<file path="src/rtl/spi_frame_writer.sv">
// Frames SPI pixel bytes by chip-select edges and writes them into one half of a
// double-buffered frame BRAM, swapping banks whenever a complete frame has landed.
module spi_frame_writer #(
  parameter int H_PIXELS = 320,
  parameter int V_PIXELS = 180
) (
  input  logic                                   clk_in,
  input  logic                                   rst_n_in,
  input  logic [7:0]                             pixel_in,
  input  logic                                   pixel_valid_in,
  input  logic                                   chip_sel_in,
  output logic [$clog2(H_PIXELS*V_PIXELS):0]     bram_addr_out,
  output logic [7:0]                             bram_data_out,
  output logic                                   bram_we_out,
  output logic                                   read_bank_out,
  output logic                                   frame_done_out,
  output logic                                   frame_error_out,
  output logic [15:0]                            frame_count_out,
  output logic                                   busy_out
);

  localparam int FRAME_SIZE = H_PIXELS * V_PIXELS;
  localparam int PIX_ADDR_W = $clog2(FRAME_SIZE);
  localparam logic [PIX_ADDR_W-1:0] LAST_IDX = PIX_ADDR_W'(FRAME_SIZE - 1);
  localparam logic [PIX_ADDR_W-1:0] ZERO_IDX = {PIX_ADDR_W{1'b0}};

  typedef enum logic [1:0] {
    ST_IDLE  = 2'd0,
    ST_RECV  = 2'd1,
    ST_DRAIN = 2'd2
  } state_e;

  state_e                  state_q, state_d;
  logic                    cs_prev_q;
  logic [PIX_ADDR_W-1:0]   count_q, count_d;
  logic                    ovf_q, ovf_d;
  logic                    bank_q, bank_d;
  logic [PIX_ADDR_W:0]     addr_q, addr_d;
  logic [7:0]              data_q, data_d;
  logic                    we_q, we_d;
  logic                    done_q, done_d;
  logic                    err_q, err_d;
  logic [15:0]             fcnt_q, fcnt_d;
  logic                    busy_q;
  logic                    fall_s, rise_s;

  assign fall_s = cs_prev_q & ~chip_sel_in;
  assign rise_s = ~cs_prev_q & chip_sel_in;

  // Next-state logic: the pixel is handled before the CS rise in the same cycle.
  always_comb begin
    state_d = state_q;
    count_d = count_q;
    ovf_d   = ovf_q;
    bank_d  = bank_q;
    addr_d  = addr_q;
    data_d  = data_q;
    we_d    = 1'b0;
    done_d  = 1'b0;
    err_d   = 1'b0;
    fcnt_d  = fcnt_q;
    case (state_q)
      ST_IDLE: begin
        if (fall_s) begin
          count_d = ZERO_IDX;
          ovf_d   = 1'b0;
          state_d = ST_RECV;
        end else begin
          state_d = ST_IDLE;
        end
      end
      ST_RECV: begin
        if (fall_s) begin
          count_d = ZERO_IDX;
          ovf_d   = 1'b0;
          state_d = ST_RECV;
        end else begin
          if (pixel_valid_in) begin
            we_d   = 1'b1;
            data_d = pixel_in;
            addr_d = {~bank_q, count_q};
            if (count_q == LAST_IDX) begin
              done_d  = 1'b1;
              bank_d  = ~bank_q;
              fcnt_d  = fcnt_q + 16'd1;
              state_d = ST_DRAIN;
            end else begin
              count_d = count_q + PIX_ADDR_W'(1);
            end
          end else begin
            we_d = 1'b0;
          end
          // A short frame is one whose CS rises before the last pixel arrived.
          if (rise_s) begin
            err_d   = ~done_d;
            state_d = ST_IDLE;
          end else begin
            err_d = 1'b0;
          end
        end
      end
      ST_DRAIN: begin
        if (fall_s) begin
          count_d = ZERO_IDX;
          ovf_d   = 1'b0;
          state_d = ST_RECV;
        end else begin
          if (pixel_valid_in) begin
            ovf_d = 1'b1;
          end else begin
            ovf_d = ovf_q;
          end
          if (rise_s) begin
            err_d   = ovf_d;
            state_d = ST_IDLE;
          end else begin
            err_d = 1'b0;
          end
        end
      end
      default: begin
        state_d = ST_IDLE;
      end
    endcase
  end

  // State and output registers.
  always_ff @(posedge clk_in or negedge rst_n_in) begin
    if (!rst_n_in) begin
      state_q   <= ST_IDLE;
      cs_prev_q <= 1'b1;
      count_q   <= ZERO_IDX;
      ovf_q     <= 1'b0;
      bank_q    <= 1'b0;
      addr_q    <= {(PIX_ADDR_W+1){1'b0}};
      data_q    <= 8'd0;
      we_q      <= 1'b0;
      done_q    <= 1'b0;
      err_q     <= 1'b0;
      fcnt_q    <= 16'd0;
      busy_q    <= 1'b0;
    end else begin
      state_q   <= state_d;
      cs_prev_q <= chip_sel_in;
      count_q   <= count_d;
      ovf_q     <= ovf_d;
      bank_q    <= bank_d;
      addr_q    <= addr_d;
      data_q    <= data_d;
      we_q      <= we_d;
      done_q    <= done_d;
      err_q     <= err_d;
      fcnt_q    <= fcnt_d;
      busy_q    <= (state_d != ST_IDLE);
    end
  end

  assign bram_addr_out   = addr_q;
  assign bram_data_out   = data_q;
  assign bram_we_out     = we_q;
  assign read_bank_out   = bank_q;
  assign frame_done_out  = done_q;
  assign frame_error_out = err_q;
  assign frame_count_out = fcnt_q;
  assign busy_out        = busy_q;

endmodule

</file>
<file path="config.mk">
export PLATFORM = sky130hd
export DESIGN_NAME = spi_frame_writer
export DESIGN_NICKNAME = d
export VERILOG_FILES = /design/src/rtl/spi_frame_writer.sv
export SDC_FILE = /design/constraint.sdc
export NUM_CORES = 1
export LEC_CHECK = 0
export BUFFER_PORTS_ARGS = -buffer_cell sky130_fd_sc_hd__buf_2
export CORE_ASPECT_RATIO = 1.25
export CORE_MARGIN = 1
export CORE_UTILIZATION = 50
export DETAILED_ROUTE_END_ITERATION = 12
export GPL_ROUTABILITY_DRIVEN = 1
export GPL_TIMING_DRIVEN = 1
export PLACE_DENSITY = 0.76
export SYNTH_ARGS = -nofsm -noshare
export SYNTH_HDL_FRONTEND = slang
export SYNTH_SLANG_ARGS = --single-unit
</file>
<file path="constraint.sdc">
create_clock -name clk_in -period 2.1 [get_ports clk_in]
set_clock_uncertainty 0.15 [all_clocks]
set_input_delay 0.21 -clock clk_in [delete_from_list [all_inputs] [get_ports clk_in]]
set_output_delay 0.21 -clock clk_in [all_outputs]
set_load 0.05 [all_outputs]
</file>
==> metrics.cfg <==
[power]
seqPwrFrac_pct=49.2
leakage_nw=2.12
intPower_mw=1.92
total_power_mw=2.76
p_clk_share_pct=32.5
switching_share_pct=30.3
peakVddDrop_uv=387
powerDensity_mw_per_mm2=672
pwr-share-comb_pct=18.4
power_switching_mw=0.837

[finish]
fin_util_pct=70.2
drive_gt1_share_pct=32.2
stdcell_area_sq_mm=0.00411
n_fill_cell=430
nets=453
synthToLayoutAreaGrowth_pct=33.1
diodes=0

[routing]
drt_wl_total_mm=7.14
via_per_inst=5.21
wire_per_inst_microns=13.7
drt_iter0_drc=150
detail-route-antenna-nets=0
drc_errors=0
route.vias.total=2707
dr.pass1.iters=4

[job]
max_cap_violations=0

[floorplanning]
rows=31
die-area_sq_mm=0.00650
io_pins=58
die_w_microns=72.3
coreArea_sq_mm=0.00586
start_util_pct=52.7
die_h_microns=89.9

[status]
status=complete, but fails checks
violations=setup timing

[sta]
setup_viol=15
finalCritPeriodShare_pct=104
worstMarginPinSlew_ns=0.369
whs_ns=0.0974
min_period_ns=2.17
finalHoldViolations=0
slew_viol_final=0
rsz0062_at_grt=true
slew_headroom_pct=75.4
fmax_mhz=460
finalSetupTns_ns=-0.610
postLayoutSetupSlackWorst_ns=-0.0737

[logic_synthesis]
async_flop_share_pct=100
synth-warning-count=0
syn_area_sq_mm=0.00309
synth_top_cell_by_area=dfrtp_1
synth_top_cell_area_share_pct=52.7
yosysSeqAreaShare_pct=53.5
ys_seq_elements=66
syn_nets=345
synth_edf_count=0
ys.flop_type=dfrtp_1
synthCells=327
syn_avg_cell_area_sq_um=9.44
synth_cell_types=50
synth.area.top_cells=dfrtp_1 (53%), nand2_1 (11%), xnor2_1 (4.0%)

[place]
placedInstanceArea_sq_mm=0.00371
gp_congestion=0.898
hpwl_mm=4.63
io_buffers=57

[cts]
worstSkewPairLatency_ns=0.34
cts.clk_slew.worst_paths_ns=0.07
numClockSinks=66
cts_buffers=9
cts_max_path_buffers=2
tritoncts=built
cts-root-buf=clkbuf_8
htreeDepth=3

[setup_path]
crit_chain=or4_4 > nor4_4 > buf_4 > nand4_1 > nor3_1 > xnor2_1
slowest_delay_ns=0.60
critPathArrivalTime_ns=2.29
cp_slowest_cell=or4_4
crit_required_ns=2.21
worstPathMaxFanout=5
start_kind=flip-flop
crit_type=flip-flop to flip-flop
critPathCaptureType=flip-flop

[min_path]
worstHoldPathType=input port to flip-flop

[global_route]
grt_antenna_before_repair=0
grt_usage_pct=23.2
grt_pass1_wl_mm=11.8
grt_start_max_net_pins=67
grt_pass1_vias=2555
gr-total-overflow=0

-- repair_timing --
| action | CTS | global route |
|---|---|---|
| gates cloned | 0 | 1 |
| hold buffers | 10 | 0 |
| setup buffers | 1 | 4 |
| endpoints found under the setup margin | 7 | 28 |
| hold endpoints to repair | 74 | 0 |
| pin swaps | 2 | 2 |
| resized for setup | 4 | 22 |
-- registers in the layout, indices dropped and copies added (netlist names), 2 cells and up --
name,count
count_q,16
bram_data_out,8
frame_count_out,16
bram_addr_out,17
state_q,2
-- power groups by stage --
stage                     logic (mW)  clock network (mW)  registers, mW
after floorplan                0.125                   0           1.57
after global placement         0.464                   0           1.38
after detailed placement       0.469                   0           1.38
after CTS                      0.487               0.909           1.36
after global routing           0.545               0.961           1.36
final                          0.508               0.896           1.36
-- logic make-up (layout without fill, tap and decap cells) --
logic type               count (synthesis)  in the layout  share of synthesized area [%]
AND/OR/NAND/NOR                        166            166                           25.0
flip-flops                              66             66                           53.5
AO/OA/AOI/OAI                           45             45                           9.69
XOR/XNOR                                21             21                           5.96
buffers and inverters                   21            132                           2.76
adder cells (fa/ha/maj)                  7              7                           2.76
multiplexers                             1              1                          0.324
-- worst paths after layout --
check	start	endpoint	slack, ns	cells after the start
worst max-delay path	count_q[10]$_DFFE_PN0P_	frame_count_out[14]$_DFFE_PN0P_	-0.07	6
worst min-delay path	chip_sel_in	frame_error_out$_DFF_PN0_	0.1	3
worst max register to register	count_q[10]$_DFFE_PN0P_	frame_count_out[14]$_DFFE_PN0P_	-0.07	6
worst min register to register	bram_data_out[4]$_DFFE_PN0P_	bram_data_out[4]$_DFFE_PN0P_	0.32	2
max in group asynchronous	rst_n_in	cs_prev_q$_DFF_PN1_	1.22	3
min in group asynchronous	rst_n_in	frame_count_out[5]$_DFFE_PN0P_	0.26	3
-- metal layers --
metal / wire (microns) / GRT usage, %
met5: 0 / 0
met4: 106 / 7.19
met3: 360 / 5.94
met2: 3600 / 39.2
met1: 3070 / 28.7
-- synth_stat cells (all sizes together) (2+ instances only) --
cell type  number
a2111oi         3
a211oi          2
a21oi           8
and2            3
and3            5
and4            3
buf             6
clkbuf          5
dfrtp          65
ha              6
inv            10
nand2          91
nand2b          4
nand3          12
nand4           8
nor2           24
nor2b           2
nor3            5
nor3b           2
nor4            2
o21ai          16
o22ai           2
o31ai           2
o41ai           2
xnor2          14
xor2            7
-- layout make-up --
class                      count  area [sq um]  area share [%]
tap                           82           103            2.50
timing repair buffer         108           707            17.2
inverter                      10          37.5           0.914
clock inverter                 3          17.5           0.426
clock buffer                  11           141            3.44
sequential                    66          1650            40.3
multi-input combinational    240          1450            35.3
-- placed cells by master (no fill, tap or decap), types with 3 or more instances in the layout --
| cell | synthesis | routed |
|---|---|---|
| clkbuf_8 | 0 | 10 |
| a21oi_1 | 8 | 7 |
| a2111oi_2 | 0 | 3 |
| and4_1 | 3 | 3 |
| inv_2 | 2 | 3 |
| nor3_1 | 5 | 3 |
| ha_1 | 6 | 4 |
| nand3_1 | 12 | 11 |
| and3_1 | 5 | 5 |
| xnor2_1 | 14 | 14 |
| xor2_1 | 7 | 7 |
| o21ai_0 | 16 | 15 |
| nand2_1 | 91 | 89 |
| nand2b_1 | 4 | 3 |
| nand4_1 | 8 | 8 |
| buf_2 | 4 | 58 |
| dlygate4sd3_1 | 0 | 10 |
| nor2_1 | 24 | 21 |
| dfrtp_1 | 65 | 64 |
| nor2_2 | 0 | 3 |
| buf_4 | 0 | 38 |
| inv_1 | 8 | 7 |
-- critical path, delay by kind of cell, from the launching register on --
| kind | cells | cell delay (ns) |
|---|---|---|
| xor gates and xnor gates | 1 | 0.14 |
| buffers and inverters | 1 | 0.18 |
| DFF | 1 | 0.41 |
| and+or+nand+nor | 4 | 1.22 |
-- per-stage QoR --
step / cells / worst slack (ns)
after floorplan: 327 / 0.0378
after global placement: 490 / 0.00563
after detailed placement: 490 / -0.0554
after CTS: 515 / -0.0561
after global routing: 520 / -0.172
final: 520 / -0.0737
Note: power is estimated with default switching activity, not from simulation.
